**config.mk**
```make
export PLATFORM = sky130hd
export DESIGN_NAME = ysyx_22051013_trap_ctrl
export DESIGN_NICKNAME = d
export VERILOG_FILES = /design/src/rtl/ysyx_22051013_trap_ctrl.sv
export SDC_FILE = /design/constraint.sdc
export NUM_CORES = 1
export LEC_CHECK = 0
export CORE_AREA = 2 2 161 163
export DETAILED_ROUTE_END_ITERATION = 10
export DIE_AREA = 0 0 163 165
export SYNTH_ARGS = -nofsm -noshare
export SYNTH_HDL_FRONTEND = slang
export SYNTH_SLANG_ARGS = --single-unit
```
**constraint.sdc**
```tcl
create_clock -name clk -period 2.9 [get_ports clk]
set_clock_uncertainty 0.1 [all_clocks]
set_input_delay 0.58 -clock clk [delete_from_list [all_inputs] [get_ports clk]]
set_output_delay 0.58 -clock clk [all_outputs]
set_load 0.1 [all_outputs]
```
**src/rtl/ysyx_22051013_trap_ctrl.sv**
```systemverilog
// ysyx_22051013_trap_ctrl: ecall/mret/timer-irq trap sequencer (drain, CSR commit, fetch redirect)
// Optional irq path: define YSYX_22051013_TRAP_IRQ_EN; otherwise only ecall and mret are sequenced.
module ysyx_22051013_trap_ctrl #(
  parameter int DRAIN_MAX = 16
) (
  input  logic        clk,
  input  logic        rst,
  input  logic        ecall_i,
  input  logic        mret_i,
  input  logic [63:0] trap_pc_i,
  input  logic        irq_i,
  input  logic [63:0] irq_pc_i,
  input  logic        pipe_empty_i,
  input  logic [63:0] csr_rdata_i,
  input  logic        redir_ready_i,
  output logic [3:0]  csr_ctl_o,
  output logic [11:0] csr_addr_o,
  output logic [63:0] csr_wdata_o,
  output logic [63:0] mcause_o,
  output logic        flush_o,
  output logic        stall_o,
  output logic        redir_valid_o,
  output logic [63:0] redir_pc_o,
  output logic        busy_o,
  output logic        drain_timeout_o
);
  localparam int CW = $clog2(DRAIN_MAX);
  localparam logic [CW-1:0] CNT_LAST = CW'(DRAIN_MAX - 1);
  localparam logic [63:0] CAUSE_ECALL = 64'd11;
  typedef enum logic [1:0] {IDLE, DRAIN, COMMIT, REDIRECT} state_t;
  typedef enum logic [1:0] {K_ECALL, K_MRET, K_IRQ} kind_t;
  state_t        state;
  kind_t         kind, ev_kind;
  logic [63:0]   epc, target, ev_pc;
  logic [CW-1:0] drain_cnt;
  logic          first, timeout, ev;
  logic          commit, trap;
`ifdef YSYX_22051013_TRAP_IRQ_EN
  localparam logic [63:0] CAUSE_IRQ = 64'h8000_0000_0000_0007;
  logic unused;
  assign unused  = ^csr_rdata_i[1:0];
  assign ev      = irq_i | ecall_i | mret_i;
  assign ev_kind = irq_i ? K_IRQ : ecall_i ? K_ECALL : K_MRET;
  assign ev_pc   = irq_i ? irq_pc_i : trap_pc_i;
`else
  logic unused;
  assign unused  = ^{irq_i, irq_pc_i, csr_rdata_i[1:0]};
  assign ev      = ecall_i | mret_i;
  assign ev_kind = ecall_i ? K_ECALL : K_MRET;
  assign ev_pc   = trap_pc_i;
`endif
  always_ff @(posedge clk) begin
    if (rst) begin
      state     <= IDLE;
      kind      <= K_ECALL;
      epc       <= '0;
      target    <= '0;
      drain_cnt <= '0;
      first     <= 1'b0;
      timeout   <= 1'b0;
    end else begin
      case (state)
        IDLE: if (ev) begin
          state     <= DRAIN;
          kind      <= ev_kind;
          epc       <= ev_pc;
          drain_cnt <= '0;
          first     <= 1'b1;
        end
        DRAIN: begin
          first     <= 1'b0;
          drain_cnt <= drain_cnt + 1'b1;
          if (pipe_empty_i || drain_cnt == CNT_LAST) begin
            state <= COMMIT;
            if (!pipe_empty_i) timeout <= 1'b1;
          end
        end
        COMMIT: begin
          target <= {csr_rdata_i[63:2], 2'b00};
          state  <= REDIRECT;
        end
        default: if (redir_ready_i) state <= IDLE;
      endcase
    end
  end
  assign commit = state == COMMIT;
  assign trap   = kind != K_MRET;
  assign csr_ctl_o   = commit ? (trap ? 4'b0010 : 4'b0001) : 4'b0000;
  assign csr_addr_o  = commit ? (trap ? 12'h305 : 12'h341) : 12'h000;
  assign csr_wdata_o = (commit && trap) ? epc : 64'd0;
`ifdef YSYX_22051013_TRAP_IRQ_EN
  assign mcause_o    = (commit && trap) ? (kind == K_IRQ ? CAUSE_IRQ : CAUSE_ECALL) : 64'd0;
`else
  assign mcause_o    = (commit && trap) ? CAUSE_ECALL : 64'd0;
`endif
  assign flush_o         = first;
  assign busy_o          = state != IDLE;
  assign stall_o         = state != IDLE;
  assign redir_valid_o   = state == REDIRECT;
  assign redir_pc_o      = target;
  assign drain_timeout_o = timeout;
endmodule

```
; After elaboration in Yosys (flattened, before gate mapping)
; Cells that the tools add are included.
[op_classes]
reduce_logical = 10
add_sub_neg = 1
muxes = 15
bitwise = 2
eq_ne = 7
[op_table]
columns = op, n
row1 = $mux 64, 1
row2 = $mux 10, 1
row3 = $mux 2, 5
row4 = $mux 4, 2
row5 = $pmux 4 s2, 1
row6 = $mux 7, 1
row7 = $pmux 2 s3, 1
row8 = $reduce_and 3->1, 2
row9 = $add 4x1->4 const B, 1
row10 = $eq 2x2->1 const B, 2
row11 = $eq 4x4->1 const B, 1
row12 = $ne 2x2->1 const B, 2
row13 = $reduce_and 2->1, 2
row14 = $reduce_bool 2->1, 2
row15 = $reduce_bool 4->1, 1
row16 = $eq 2x1->1 const B, 1
row17 = $logic_not 2->1, 1
row18 = $mux 1, 2
row19 = $ne 2x1->1 const B, 1
row20 = $pmux 1 s2, 1
row21 = $logic_and 1x1->1, 1
row22 = $logic_or 1x1->1, 1
row23 = $not 1->1, 1
row24 = $or 1x1->1, 1
[word_totals]
input_bits = 199
out_inout_bits = 213
elab_cells = 42
reg_bits = 136

; Depth between registers and ports, before layout
[logic_depth]
word_depth = 4
mapped_depth = 8
ltp_nobuf = 5

; Worst setup path before layout
; OpenSTA, ideal clock, no wires.
[synth_path]
kind = reg2out
startpoint = register state[0]
endpoint = output csr_wdata_o[51]
path_buffers = 1
required_time_ps = 2220
stages_incl_launch_ff = 6
path_slack_ps = -481
t_arrival_ps = 2701
path_cell_list = dfxtp_1 inv_1 ha_1 nor2b_1 clkbuf_1 and2_1
[synth_via]
elab_chain_len = 3
[synth_lines]
columns = element, line
row1 = "start, declared", 32  ; state_t state;
row2 = "start signal, assigned", 54  ; state <= IDLE;
row3 = "start signal, assigned", 64  ; state <= DRAIN;
row4 = "start signal, assigned", 74  ; state <= COMMIT;
row5 = $eq 2x2->1, 86  ; assign commit = state == COMMIT;
row6 = via commit, 37  ; logic commit, trap;
row7 = $logic_and 1x1->1, 90  ; assign csr_wdata_o = (commit && trap) ? epc : 64'd0;
row8 = $mux 64, 90
row9 = "end, declared", 18  ; output logic [63:0] csr_wdata_o,
; The timed path passes the listed nets, and every way through them passes these cells.

; Worst setup path in the final report
[layout_path]
startpoint = register state[0]
endpoint = output csr_wdata_o[21]
[layout_via]
elab_chain_len = 3
[layout_lines]
columns = element, line
row1 = $eq 2x2->1, 86
row2 = $logic_and 1x1->1, 90
row3 = $mux 64, 90
; Every way passes these cells.

==> results.py <==
metrics = {
    "floorplan": {
        "die_w_um": 163,
        "die_h_um": 165,
        "dieArea_um2": 26900,
        "pin_count": 412,
        "initial_core_util_pct": 23.58,
        "row_count": 58,
        "core_area_um2": 25040,
    },
    "worst_setup_path": {
        "cp_cell_sequence": "inv_1, ha_4, nor2b_4, clkbuf_16, and2_1, buf_12",
        "cp-start-kind": "register",
        "cp.required_ps": 2220,
        "slowest_stage": "dfxtp_1",
        "reg2reg_depth": 6,
        "critPathTopFamily": "buffers and inverters",
        "reg2reg_slack_ps": 840,
        "cp_max_fo": 34,
        "r2r_start": "state[0]$_SDFFE_PP0P_",
        "cp-end-kind": "output port",
        "r2r-end": "state[1]$_SDFFE_PP0P_",
        "crit_buf_inv": 3,
        "worstPathArrival_ps": 2080,
        "worst-setup-path-type": "reg2out",
        "crit_start": "state[0]$_SDFFE_PP0P_",
        "slowest_delay_ps": 330,
    },
    "routing": {
        "top_layer_used": "met4",
        "drt_iter0_drc": 168,
        "firstDrtPassIters": 4,
        "route.met3.wl_mm": 1.665,
        "drcViolationCount": 0,
        "wl_mm": 17.57,
        "wl_per_cell_um": 13.73,
        "wl_met2_mm": 8.783,
        "ant_nets": 0,
        "routed-via-count": 5123,
        "wl_met1_mm": 6.942,
        "vias_per_cell": 4.002,
    },
    "power_and_ir_drop": {
        "p_leak_nw": 4.022,
        "pwr-share-comb_pct": 50.5,
        "total_power_mw": 9.278,
        "seqPwrFrac_pct": 25.5,
        "p_clk_share_pct": 24.0,
        "sw_frac_of_total_pct": 47.92,
        "power.switching_mw": 4.446,
        "p_per_area_nw_per_um2": 940.1,
        "p_int_mw": 4.832,
        "irDropWorstVdd_uv": 908.9,
    },
    "outcome": {
        "status": "finished clean",
    },
    "clock_network": {
        "post-cts-setup-buffer-count": 0,
        "clockBufferDepth": 2,
        "post_cts.resized_instances": 0,
        "cts_buffers": 17,
        "cts_hold_buf": 0,
        "insertion_delay_ps": 420,
        "cts_root_buf": "clkbuf_16",
        "path_clk_slew_ps": 60,
        "cts.sinks": 135,
        "ctsHtreeMaxLevel": 4,
        "cts_tree": "yes",
    },
    "yosys": {
        "yosys_warnings": 0,
        "synth_cell_types": 29,
        "synth_cells": 690,
        "synth-edff-count": 0,
        "ys_dominant_reg_cell": "dfxtp_1",
        "synth_top_cell_by_area": "dfxtp_1",
        "synth_top_area_share_pct": 45.77,
        "yosysSeqAreaShare_pct": 45.77,
        "synthArstFlopShare_pct": 0,
        "syn_area_um2": 5904,
        "yosysMostFrequentCell": "dfxtp_1",
        "ys_ff_latch": 135,
        "synth_area_leaders": "dfxtp_1 (46%), mux2i_1 (11%), buf_4 (10%)",
        "synth.avg_cell_area_um2": 8.557,
        "yosys-top-cells-count": "dfxtp_1 (135), nand2_1 (129), buf_4 (81), a21oi_1 (69), nor2_1 (66)",
    },
    "sta": {
        "hold_violations": 0,
        "fmax_mhz": 362.5,
        "setup_viol": 0,
        "fin_setup_tns_ps": 0,
        "fin_crit_sh_pct": 95.12,
        "fin_crit_ps": 2758,
        "drv_slew": 0,
        "rsz0062_at_grt": "false",
    },
    "worst_hold_path": {
        "min_from": "epc[44]$_SDFFE_PP0P_",
        "hold_depth": 2,
        "hold_path_end": "epc[44]$_SDFFE_PP0P_",
        "worstHoldPathType": "reg2reg",
    },
    "global_route": {
        "grt_overflow": 0,
        "first_global_vias": 4948,
        "grt_pass1_wl_mm": 26.38,
        "antenna_found_initial": 0,
        "grt_use_total_pct": 12.71,
        "grt_max_degree": 70,
    },
    "finish": {
        "syn_to_final_growth_pct": 67.15,
        "nNetsFinal": 1141,
        "drive_above_1_share_pct": 20.11,
        "antenna_cells": 0,
    },
    "placed_design": {
        "dp_hpwl_mm": 12.21,
        "port_buffers": 272,
        "routabilityCongestion": 0.7217,
    },
    "flow_run": {
        "maxCapViolCount": 0,
    },
}
## state kept, by name, summed over array words and instances, names as in the netlist
signal / flops
epc: 64
redir_pc_o: 62
drain_cnt: 4
state: 2
drain_timeout_o: 1
flush_o: 1
kind: 1
## cells by family after synthesis
logic type	synth area share, %
muxes	10.68
buffers and inverters	13.82
other	0.06351
and+or+nand+nor	21.09
DFF	45.77
adders and majority gates	1.060
AOI/OAI and AO/OA	7.523
## placed cells by master, fill, tap and decap left out, types with 2 or more instances in the layout
master,count
o31ai_1,2
bufinv_16,2
clkinv_4,3
and2_1,64
clkbuf_16,18
conb_1,72
nand2b_1,2
dfxtp_1,135
nand2_1,129
buf_12,80
inv_1,4
mux2i_1,63
buf_4,70
nor2b_1,4
inv_6,4
inv_8,2
clkinvlp_4,2
nor2_1,66
clkdlybuf4s50_1,130
a21oi_1,69
o21ai_0,5
nand3_1,4
ha_1,4
## worst max-delay path by stage
stage               slack, ps  cells past startpoint               to
floorplan                  60                      5  csr_wdata_o[51]
finish                    140                      6  csr_wdata_o[21]
global placement          510                      6  csr_wdata_o[56]
global route               20                      6  csr_wdata_o[14]
CTS                        50                      6  csr_wdata_o[56]
detailed placement        510                      6  csr_wdata_o[56]
## per-stage QoR
step / worst slack (ps) / util (%) / instance area (um2) / cells / hold slack (ps)
finish: 141.6 / 39.42 / 9869 / 1280 / 346.8
detailed placement: 510.2 / 36.91 / 9241 / 1247 / 342.2
CTS: 50.33 / 39.32 / 9844 / 1279 / 350.9
global placement: 514.3 / 36.91 / 9241 / 1247 / 336.8
global route: 19.58 / 39.42 / 9869 / 1280 / 364.6
floorplan: 56.68 / - / 6173 / 761 / 331.7
## area by class of cell
class                   count  area [um2]
clock buffers              18       439.2
clock inverters            14       163.9
fillers                  2466       15170
inverters                   4       15.01
multi-input cells         498        2683
flip-flops and latches    135        2703
well taps                 330       412.9
repair buffers            281        3453
## power groups by stage
stage	Clock, mW	Sequential, mW	Combinational (mW)
after CTS	2.32	2.37	4.73
after global routing	2.41	2.41	4.95
final	2.23	2.37	4.68
after floorplan	0	3.33	2.61
after global placement	0	2.40	4.69
after detailed placement	0	2.41	4.72
## worst min-delay path, cell delays in order, from the launching register on
cell and delay (ps):
dfxtp_1 300, nand2_1 50, a21oi_1 50
## layer usage
metal	vias to the layer above	GRT usage (%)
li1	2557	-
met1	2331	14.05
met2	226	22.19
met3	9	5.424
met4	0	3.781
met5	-	0
Power figures use the tool's default switching activity.
